[config.mk]
export PLATFORM = sky130hd
export DESIGN_NAME = usb_line_monitor
export DESIGN_NICKNAME = d
export VERILOG_FILES = /design/src/rtl/usb_line_monitor_pkg.sv /design/src/rtl/usb_pin_sync.sv /design/src/rtl/usb_line_monitor.sv
export SDC_FILE = /design/constraint.sdc
export NUM_CORES = 1
export LEC_CHECK = 0
export BUFFER_PORTS_ARGS = -buffer_cell sky130_fd_sc_hd__buf_4
export CORE_UTILIZATION = 50
export DETAILED_ROUTE_END_ITERATION = 10
export PLACE_DENSITY = 0.76
export SLEW_MARGIN = 0
export SYNTH_ARGS = -nofsm -noshare
export SYNTH_HDL_FRONTEND = slang
export SYNTH_HIERARCHICAL = 1
export SYNTH_SLANG_ARGS = --single-unit
export TNS_END_PERCENT = 30
[constraint.sdc]
create_clock -name clk -period 2.8 [get_ports clk]
set_clock_uncertainty 0.2 [all_clocks]
set_input_delay 0.14 -clock clk [delete_from_list [all_inputs] [get_ports clk]]
set_output_delay 0.14 -clock clk [all_outputs]
set_load 0.05 [all_outputs]
[src/rtl/usb_line_monitor_pkg.sv]
`default_nettype none
// ============================================================================
// Module      : usb_line_monitor_pkg
// Description : Shared line-state encoding and pin decode helper for the
//               USB line monitor (same encoding as the combinational
//               usb_line_decoder).
// Revision    : 1.0 - initial clocked line monitor release
// ============================================================================
package usb_line_monitor_pkg;

  // Line-state encoding shared with the combinational decoder
  typedef enum logic [1:0] {
    LS_SE0 = 2'b00,
    LS_J   = 2'b01,
    LS_K   = 2'b10,
    LS_SE1 = 2'b11
  } line_state_e;

  // Map {D+,D-} to a line state; low-speed swaps the J/K meaning of the
  // differential states, the single-ended states are polarity independent.
  function automatic line_state_e decode_line(input logic dp,
                                              input logic dn,
                                              input logic low_speed);
    line_state_e st;
    case ({dp, dn})
      2'b00:   st = LS_SE0;
      2'b11:   st = LS_SE1;
      2'b10:   st = low_speed ? LS_K : LS_J;
      default: st = low_speed ? LS_J : LS_K;
    endcase
    return st;
  endfunction

endpackage
`default_nettype wire

[src/rtl/usb_pin_sync.sv]
`default_nettype none
// ============================================================================
// Module      : usb_pin_sync
// Description : Multi-flop synchroniser bringing one asynchronous USB pin
//               into the clk domain. Resets to 0 so the line reads SE0.
// Revision    : 1.0 - initial clocked line monitor release
// ============================================================================
module usb_pin_sync #(
  parameter int STAGES = 2
) (
  input  logic clk,
  input  logic rst_n,
  input  logic async_in,
  output logic sync_out
);

  if (STAGES < 2) begin : g_chk_stages
    $error("usb_pin_sync: STAGES must be at least 2");
  end

  logic [STAGES-1:0] stages;

  // Shift the raw pin through the synchroniser chain
  always_ff @(posedge clk or negedge rst_n) begin
    if (!rst_n) begin
      stages <= '0;
    end else begin
      stages <= {stages[STAGES-2:0], async_in};
    end
  end

  assign sync_out = stages[STAGES-1];

endmodule
`default_nettype wire

[src/rtl/usb_line_monitor.sv]
`default_nettype none
// ============================================================================
// Module      : usb_line_monitor
// Description : Synchronises D+/D-, deglitches the decoded line state and
//               times line-state durations to flag bus reset (long SE0),
//               suspend (long idle J) and resume (K while suspended).
// Revision    : 1.0 - initial clocked line monitor release
// ============================================================================
module usb_line_monitor #(
  parameter int SYNC_STAGES         = 2,
  parameter int FILTER_CYCLES       = 4,
  parameter int SE0_RESET_CYCLES    = 120,
  parameter int IDLE_SUSPEND_CYCLES = 144000
) (
  input  logic       clk,
  input  logic       rst_n,
  input  logic       usb_dp,
  input  logic       usb_dn,
  input  logic       low_speed,
  output logic [1:0] usb_line_state,
  output logic       state_change,
  output logic       bus_reset,
  output logic       bus_reset_pulse,
  output logic       suspend,
  output logic       resume_pulse
);

  import usb_line_monitor_pkg::*;

  localparam int CNT_W  = $clog2(IDLE_SUSPEND_CYCLES + 1);
  localparam int FCNT_W = (FILTER_CYCLES > 1) ? $clog2(FILTER_CYCLES) : 1;

  localparam logic [FCNT_W-1:0] FCNT_MAX  = FCNT_W'(FILTER_CYCLES - 1);
  localparam logic [CNT_W-1:0]  DCNT_MAX  = CNT_W'(IDLE_SUSPEND_CYCLES);
  localparam logic [CNT_W-1:0]  RESET_THR = CNT_W'(SE0_RESET_CYCLES);

  if (FILTER_CYCLES < 1) begin : g_chk_filter
    $error("usb_line_monitor: FILTER_CYCLES must be at least 1");
  end
  if (IDLE_SUSPEND_CYCLES <= SE0_RESET_CYCLES) begin : g_chk_timing
    $error("usb_line_monitor: IDLE_SUSPEND_CYCLES must exceed SE0_RESET_CYCLES");
  end

  // --------------------------------------------------------------------------
  // Pin synchronisers
  // --------------------------------------------------------------------------
  logic dp_sync;
  logic dn_sync;

  usb_pin_sync #(.STAGES(SYNC_STAGES)) u_sync_dp (
    .clk      (clk),
    .rst_n    (rst_n),
    .async_in (usb_dp),
    .sync_out (dp_sync)
  );

  usb_pin_sync #(.STAGES(SYNC_STAGES)) u_sync_dn (
    .clk      (clk),
    .rst_n    (rst_n),
    .async_in (usb_dn),
    .sync_out (dn_sync)
  );

  // --------------------------------------------------------------------------
  // State registers
  // --------------------------------------------------------------------------
  line_state_e       candidate;
  line_state_e       line_state;
  logic [FCNT_W-1:0] fcnt;
  logic [CNT_W-1:0]  dcnt;

  // --------------------------------------------------------------------------
  // Next-state values. The acceptance decision looks at the updated filter
  // count so that a change lands exactly SYNC_STAGES+FILTER_CYCLES clocks
  // after the pin edge; the flags are likewise derived from the updated
  // line state and duration so they track state_change on the same clock.
  // --------------------------------------------------------------------------
  line_state_e       raw_state;
  line_state_e       next_candidate;
  line_state_e       next_line;
  logic [FCNT_W-1:0] next_fcnt;
  logic [CNT_W-1:0]  next_dcnt;
  logic              accept;
  logic              next_bus_reset;
  logic              next_suspend;
  logic              next_resume;

  // Decode, deglitch filter and duration/flag next-state logic
  always_comb begin
    raw_state      = decode_line(dp_sync, dn_sync, low_speed);
    next_candidate = candidate;
    next_fcnt      = fcnt;
    next_line      = line_state;
    next_dcnt      = dcnt;

    // Any disagreement with the candidate (including a low_speed toggle
    // re-mapping J/K) restarts the stability count.
    if (candidate != raw_state) begin
      next_candidate = raw_state;
      next_fcnt      = '0;
    end else if (fcnt != FCNT_MAX) begin
      next_fcnt = fcnt + FCNT_W'(1);
    end

    accept = (next_fcnt == FCNT_MAX) && (next_candidate != line_state);

    if (accept) begin
      next_line = next_candidate;
      next_dcnt = '0;
    end else if (dcnt != DCNT_MAX) begin
      next_dcnt = dcnt + CNT_W'(1);
    end

    // SE1 is an ordinary state: it never qualifies for either flag
    next_bus_reset = (next_line == LS_SE0) && (next_dcnt >= RESET_THR);
    next_suspend   = !accept &&
                     (suspend || ((next_line == LS_J) && (next_dcnt == DCNT_MAX)));
    next_resume    = accept && suspend && (next_candidate == LS_K);
  end

  // Filter state, accepted line state and duration counter
  always_ff @(posedge clk or negedge rst_n) begin
    if (!rst_n) begin
      candidate  <= LS_SE0;
      fcnt       <= '0;
      line_state <= LS_SE0;
      dcnt       <= '0;
    end else begin
      candidate  <= next_candidate;
      fcnt       <= next_fcnt;
      line_state <= next_line;
      dcnt       <= next_dcnt;
    end
  end

  // Registered event pulses and level flags
  always_ff @(posedge clk or negedge rst_n) begin
    if (!rst_n) begin
      state_change    <= 1'b0;
      bus_reset       <= 1'b0;
      bus_reset_pulse <= 1'b0;
      suspend         <= 1'b0;
      resume_pulse    <= 1'b0;
    end else begin
      state_change    <= accept;
      bus_reset       <= next_bus_reset;
      bus_reset_pulse <= next_bus_reset && !bus_reset;
      suspend         <= next_suspend;
      resume_pulse    <= next_resume;
    end
  end

  assign usb_line_state = line_state;

endmodule
`default_nettype wire

## After elaboration in Yosys (flattened, before gate mapping)

Index checks and enable logic that the tools add are counted.

- Flip-flop bits (word level): 33
- Output and inout port bits: 7
- Word-level logic and storage cells: 45

- $add $sub $neg: 2
- $lt $le $gt $ge: 1
- Equal/unequal tests: 10
- Mux-type cells: 9
- Reductions and logical operators: 12

Operators by type and width:

| operator | count |
|---|---|
| 2-to-1 mux 18 bit | 2 |
| adder 18 x 1 -> 18 bit, second input constant | 1 |
| equality test 18 bit, second input constant | 1 |
| >= comparator 18 x 7 -> 1 bit, second input constant | 1 |
| != test 18 bit, second input constant | 1 |
| 2-to-1 mux 2 bit | 6 |
| equality test 2 bit, second input constant | 4 |
| logical AND 1 bit | 7 |
| one-hot mux 2 bit (3 select lines) | 1 |
| zero test 2 bit | 2 |
| != test 2 bit | 2 |
| adder 2 x 1 -> 2 bit, second input constant | 1 |
| equality test 2 x 1 -> 1 bit, second input constant | 1 |
| zero test 1 bit | 2 |
| != test 2 bit, second input constant | 1 |
| logical OR 1 bit | 1 |

## Logic depth before layout (Yosys ltp)

Gate-level depths: netlist of the first run.

- Depth in word-level cells: 11
- Gate-level depth with buffers: 8
- Mapped depth without buffers: 8

## Cells and area by module

The synthesis of the first run kept the hierarchy.

Modules (own cells, without submodules):

| module | instances | cells each | area each (µm²) | sequential area each (µm²) |
|---|---|---|---|---|
| usb_line_monitor | 1 | 206 | 1,891.8 | 725.7 |
| usb_pin_sync | 2 | 2 | 50.0 | 50.0 |

## Least setup slack after synthesis of the first run

No wires, ideal clock.

- Path type: reg2reg
- Start point: reg dcnt[0]
- End point: reg suspend
- Arrival: 2.232 ns
- Required time: 2.520 ns
- Path slack: 0.288 ns
- Cell stages (with the launch flop): 9
- Period minus slack after synthesis: 2.512 ns
- Cells stage by stage: dfrtp_1 -> inv_1 -> ha_1 -> nor4bb_1 -> nand4_1 -> mux2i_1 -> or4_1 -> or4b_1 -> o22ai_2

- Word-level cells in the longest chain between the ends: 7
- Elaborated cells on any way between the ends: 8

Ends and longest elaborated chain:

| what | RTL line | RTL |
|---|---|---|
| from (decl) | usb_line_monitor.sv:70 | `logic [CNT_W-1:0] dcnt;` |
| from (signal assigned) | usb_line_monitor.sv:132 | `dcnt <= next_dcnt;` |
| adder 18 x 1 -> 18 bit or != test 18 bit (tied branches) | usb_line_monitor.sv:111, usb_line_monitor.sv:110 |  |
| 2-to-1 mux 18 bit * | usb_line_monitor.sv:110 | `end else if (dcnt != DCNT_MAX) begin` |
| 2-to-1 mux 18 bit * | usb_line_monitor.sv:107 | `if (accept) begin` |
| equality test 18 bit * | usb_line_monitor.sv:117 | `(suspend \|\| ((next_line == LS_J) && (next_dcnt == DCNT_MAX)));` |
| logical AND 1 bit * | usb_line_monitor.sv:117 |  |
| logical OR 1 bit * | usb_line_monitor.sv:117 |  |
| logical AND 1 bit * | usb_line_monitor.sv:116 | `next_suspend = !accept &&` |
| via next_suspend | usb_line_monitor.sv:85 | `logic next_suspend;` |
| to (signal assigned) | usb_line_monitor.sv:148 | `suspend <= next_suspend;` |
| to (decl) | usb_line_monitor.sv:24 | `output logic suspend,` |

The timed path passes the listed nets; every way through them passes the cells marked *.

## Final worst setup path of the first run

- Start point: reg dcnt[1]
- End point: reg suspend

Same word-level chain as after synthesis.

==> results.txt, run 1 <==
Status -> finished clean
Mean Syn Cell Area -> 9.485 µm²
CTS tree -> built
Sequential Power Share -> 0.412
Clk sinks -> 33
Max stage delay cell, worst path -> or4b_4
Leakage -> 0.0009523 µW
Ys async rst share -> 1.000
Cells along the critical path -> ha_2 > inv_1 > o41a_1 > nor4b_2 > nand4_1 > or4b_4 > o22ai_2
Maxcap violations -> 0
Grt ovf -> 0
Crit path depth -> 7
First-pass GRT wire length -> 7079 µm
Core Rows -> 22
Pre-CTS setup slack -> 0.08240 ns
Area occupied by multi-input gates -> 1062 µm²
Finished Cell Area -> 2335 µm²
Final hold violations -> 0
Crit-path max FO -> 7
Yosys cell types -> 47
Crit path time final -> 2.658 ns
R2r worst-path depth -> 7
Residual DRC -> 0
PwrDens -> 755.0 nW/µm²
Synth Cell Area -> 1992 µm²
Clk buf depth -> 2
Root buf cell -> clkbuf_8
Htree depth -> 2
Fillers -> 315
Sequential area share after synthesis -> 0.4146
Worst hold margin -> 0.1281 ns
Vias in the first global route -> 1528
Worst path bufs/invs -> 1
EDFF count, synth -> 0
Fmax -> 376.2 MHz
Worst-Margin Slew -> 0.5102 ns
Combinational power share -> 0.330
Register area -> 827.0 µm²
YS warnings -> 6
Share of layout cells above drive strength 1 -> 0.2000
P_int -> 1094 µW
Final WS setup -> 0.1420 ns
Mapped Cells -> 210
DIE HEIGHT -> 65.12 µm
Wire length per cell -> 14.91 µm
CP peak stage delay -> 0.54 ns
Layout overhead on the synthesized area -> 17.21%
GRT Total Usage -> 0.2238
Crit path capture type -> flop
Initial DRC Count -> 138
NetSw -> 668.3 µW
Worst-path clk slew -> 0.07 ns
Core area -> 3744 µm²
Max-slew violation count -> 0
Drt via density -> 5.719
Worst path top cell family by delay -> simple AND/OR/NAND/NOR gates
DP Area -> 2142 µm²
I/O pins -> 12
Nets -> 236
Final setup fails -> 0
PortBufs -> 11
Final period util -> 0.9493
Gpl congestion -> 0.8369
Net Sw Frac -> 0.3791
Worst Hold Class -> primary input to async pin
Post-Syn Nets -> 217
Synth Flop Type -> dfrtp_1
CP required -> 2.82 ns
Initial core utilization -> 0.5321
Worst-Skew Late Latency -> 0.29 ns
Routed WL -> 4146 µm
Pre-Repair DR Iteration Count -> 4
Num CTS Buffers -> 5
Clock power share -> 0.258
Ant. Diodes -> 0
Die area -> 4240 µm²
Antenna viol nets, final -> 0
Largest net degree at the start of global routing -> 34
CP arrival -> 2.68 ns
FF+latch count, synth -> 33
Critical path class -> flop to flop
Max rail drop VDD -> 0.0004113 V
Via Count -> 1590
Slew margin rel. -> 0.6599
DPL Wire Length -> 2870 µm
Startpoint types -> flop
Floorplan die width -> 65.12 µm
Initial antenna violation count -> 0
synth_stat cells (all sizes together), types with 2 or more instances:
master  number  area [µm²]
a21oi        6       30.03
a41oi        2       17.52
and2         2       12.51
and4         2       17.52
buf         13       80.07
clkbuf       4       15.01
dfrtp       33       825.8
ha           2       25.02
inv          8       30.03
mux2i        3       30.03
nand2       15       56.30
nand3        8       40.04
nand4        9       77.57
nand4b       2       17.52
nor2        24       90.09
nor2b        7       43.79
nor3         4       20.02
nor4         9       56.30
nor4b        4       41.29
nor4bb       5       50.05
o21ai        7       35.03
o31ai        2       15.01
xnor2       12       105.1
xor2         8       70.07
worst reg2reg max path, delay by kind of cell, from the launching register on:
| family | cells | cell delay (ns) |
|---|---|---|
| AOI/OAI and AO/OA | 2 | 0.54 |
| adders and majority gates | 1 | 0.28 |
| buffers and inverters | 1 | 0.07 |
| DFF | 1 | 0.46 |
| and+or+nand+nor | 3 | 1.03 |
per-layer routing:
metal  GRT usage  part of all wire  wire length [µm]
met5           0                 0                 0
met4      0.1114             0.021                87
met3     0.05729             0.037               153
met2      0.3255              0.45              1855
met1      0.3086              0.49              2050
cell families (layout without fill, tap and decap cells):
group | after synthesis | in the layout | share of synthesized area
compound gates | 27 | 27 | 0.1055
xor+xnor | 20 | 20 | 0.08794
fa+ha+maj | 2 | 2 | 0.01256
buf+inv | 25 | 45 | 0.06281
flops | 33 | 33 | 0.4146
mux | 4 | 4 | 0.02073
simple gates | 99 | 99 | 0.2959
area by class of cell:
class / instances / share of cell area
multi-input combinational: 152 / 0.4550
timing repair buffer: 29 / 0.1029
clock inverter: 3 / 0.01983
clock buffer: 5 / 0.02947
inverter: 8 / 0.01286
sequential: 33 / 0.3542
tap: 48 / 0.02572
layout by cell type (no fill, tap or decap), types with 6 or more instances in the layout:
cell and n:
dfrtp_1 32, nor2_1 24, buf_4 24, nand2_1 15, xnor2_1 12, nor4_1 9
nand3_1 8, xor2_1 8, inv_1 7, o21ai_0 7, nand4_1 7, nor2b_1 7
a21oi_1 6
worst paths after layout:
path                            slack, ns                 from                   to
worst max-delay path                 0.14              dcnt[1]              suspend
worst min-delay path                 0.13                rst_n              dcnt[6]
worst max register to register       0.14              dcnt[1]              suspend
worst min register to register       0.15  u_sync_dn/stages[0]  u_sync_dn/stages[1]
max in group asynchronous            1.95                rst_n              dcnt[0]
min in group clk                     0.15  u_sync_dn/stages[0]  u_sync_dn/stages[1]
power groups by stage:
stage | Combinational (µW) | Clock [µW] | Sequential [µW]
after global placement | 540 | 0 | 716
after floorplan | 416 | 0 | 704
after CTS | 557 | 468 | 714
final | 581 | 455 | 726
after global routing | 645 | 481 | 747
after detailed placement | 542 | 0 | 722
through the flow:
step	total power (µW)	cells	util	setup TNS, ns
floorplan	1119	210	-	0
CTS	1739	276	0.6136	0
detailed placement	1264	264	0.5722	0
global placement	1256	264	0.5722	0
finish	1763	278	0.6237	0
global route	1872	278	0.6237	-0.01735
what timing repair did:
| item | CTS | global route |
|---|---|---|
| buffers inserted | 0 | 2 |
| endpoints found under the setup margin | 0 | 1 |
| resized for setup | 0 | 6 |
| hold buffers | 4 | 0 |
| hold endpoints to repair | 36 | 0 |
sequential cells by signal, indices dropped and copies added (netlist names), 2 cells and up:
signal            cells
usb_line_state        2
fcnt                  2
u_sync_dn/stages      2
candidate             2
u_sync_dp/stages      2
dcnt                 18
No activity file was read; power rests on OpenSTA's default activity.
==> run 2: changes to the inputs <==
--- a/config.mk
+++ b/config.mk
@@ -6,9 +6,11 @@
 export NUM_CORES = 1
 export LEC_CHECK = 0
 export BUFFER_PORTS_ARGS = -buffer_cell sky130_fd_sc_hd__buf_4
-export CORE_UTILIZATION = 50
+export CAP_MARGIN = 20
+export CORE_UTILIZATION = 43
 export DETAILED_ROUTE_END_ITERATION = 10
-export PLACE_DENSITY = 0.76
+export HOLD_SLACK_MARGIN = 0.02
+export PLACE_DENSITY = 0.68
 export SLEW_MARGIN = 0
 export SYNTH_ARGS = -nofsm -noshare
 export SYNTH_HDL_FRONTEND = slang
==> run 2 against run 1 <==
Die area rose by 16%. Combinational power is 2% lower. Utilization fell by 10 points. Largest cell class unchanged.
==> results.txt, run 2 (synthesis results as in run 1) <==
Htree depth -> 2
Max rail drop VDD -> 0.0004381 V
Initial antenna violation count -> 0
Nets -> 235
Most flops, register -> dcnt
Num CTS Buffers -> 5
Final hold violations -> 0
Routed WL -> 4322 µm
Via Count -> 1615
I/O pins -> 12
Gpl congestion -> 0.9125
CP arrival -> 2.75 ns
Worst-Margin Slew -> 0.5335 ns
Crit path time final -> 2.725 ns
Worst path bufs/invs -> 1
Largest net degree at the start of global routing -> 34
Clk buf depth -> 2
CP required -> 2.83 ns
Post-Layout Cell Count -> 281
Layout overhead on the synthesized area -> 15.64%
Placed Cells -> 268
Clk sinks -> 33
GRT Total Usage -> 0.1977
Final setup fails -> 0
Floorplan die width -> 70.06 µm
Worst Hold Class -> primary input to async pin
Grt ovf -> 0
Commonest non-fill, non-tap cell in the layout -> dfrtp_1
Pre-Repair DR Iteration Count -> 4
Max-slew violation count -> 0
Die area -> 4908 µm²
First-pass GRT wire length -> 7548 µm
Worst path top cell family by delay -> simple AND/OR/NAND/NOR gates
Drt via density -> 5.747
Crit path capture type -> flop
Residual DRC -> 0
Antenna viol nets, final -> 0
Fmax -> 367.0 MHz
Initial core utilization -> 0.4512
Core Rows -> 24
Final Util -> 0.5218
Worst-path clk slew -> 0.08 ns
DPL Wire Length -> 3059 µm
Core area -> 4414 µm²
Ant. Diodes -> 0
Critical path class -> flop to flop
CP peak stage delay -> 0.53 ns
Slew margin rel. -> 0.6443
Startpoint types -> flop
Initial DRC Count -> 101
Max stage delay cell, worst path -> or4_1
PwrDens -> 753.4 nW/µm²
Root buf cell -> clkbuf_8
Crit-path max FO -> 7
Status -> finished clean
Worst-Skew Late Latency -> 0.30 ns
Max reg flops -> 18
CTS tree -> built
Vias in the first global route -> 1567
Leakage -> 0.0009397 µW
Wire length per cell -> 15.38 µm
Final period util -> 0.9732
PortBufs -> 11
DIE HEIGHT -> 70.06 µm
Cells along the critical path -> inv_1 > ha_1 > nor4_1 > mux2i_1 > or4_1 > or4b_1 > o22ai_2
Maxcap violations -> 0
Share of layout cells above drive strength 1 -> 0.1790
Most frequent cells in the layout -> dfrtp_1 (33), nor2_1 (24), buf_4 (24)
==> run 2: path summary, 6_finish.rpt <==
path | slack (ns) | endpoint | cells after the start | startpoint
min in group clk | 0.16 | u_sync_dn/stages[1] | 0 | u_sync_dn/stages[0]
min | 0.11 | dcnt[5] | 2 | rst_n
max in group asynchronous | 1.98 | dcnt[0] | 2 | rst_n
max reg2reg | 0.08 | suspend | 7 | dcnt[0]
max | 0.08 | suspend | 7 | dcnt[0]
min reg2reg | 0.16 | u_sync_dn/stages[1] | 0 | u_sync_dn/stages[0]
==> run 2: cell type report <==
class | count | area [µm²]
fill | 409 | 2111
multi-input combinational | 152 | 1047
sequential | 33 | 825.8
timing repair buffer | 28 | 220.2
clock buffer | 5 | 68.82
tap | 52 | 65.06
clock inverter | 3 | 46.29
inverter | 8 | 30.03
==> run 2: metal layers <==
metal  up-vias  global-route usage  share of wire
met2        38              0.2885           0.45
met5         -                   0              0
met3        11             0.05483          0.037
li1        787                   -              -
met4         0              0.1044          0.025
met1       779              0.2660           0.49
==> run 2: timing repair <==
| item | in CTS | in global routing |
|---|---|---|
| setup endpoints to repair | 0 | 1 |
| gates resized for setup | 0 | 1 |
| hold buffers | 4 | 0 |
| hold endpoints to repair | 36 | 0 |
| buffers inserted | 0 | 1 |
==> run 2: worst reg2reg max path: cells and delay by family (launching register included) <==
| kind | cells | cell delay [ns] |
|---|---|---|
| buffers and inverters | 1 | 0.12 |
| AND/OR/NAND/NOR | 3 | 1.34 |
| flip-flops | 1 | 0.44 |
| AO/OA/AOI/OAI | 1 | 0.10 |
| multiplexers | 1 | 0.13 |
| adder cells (fa/ha/maj) | 1 | 0.34 |
==> run 2: metrics by stage <==
step	power (µW)	setup WS [ns]	area, µm²	TNS (ns)	hold slack [ns]
CTS	1736	0.04290	2290	0	0.1255
floorplan	1119	0.2882	1992	0	-0.3556
global placement	1254	0.1730	2135	0	-0.09386
detailed placement	1264	0.05628	2135	0	-0.09209
finish	1735	0.07508	2303	0	0.1104
global route	1836	-0.02517	2303	-0.02517	0.1637
==> run 2: power by group <==
part           total [µW]  leakage (µW)  internal [µW]  switching (µW)
Clock                 461     0.0000543            266             194
Sequential            708      0.000415            569             139
Combinational         567      0.000470            237             329
Total                1740      0.000940           1070             663
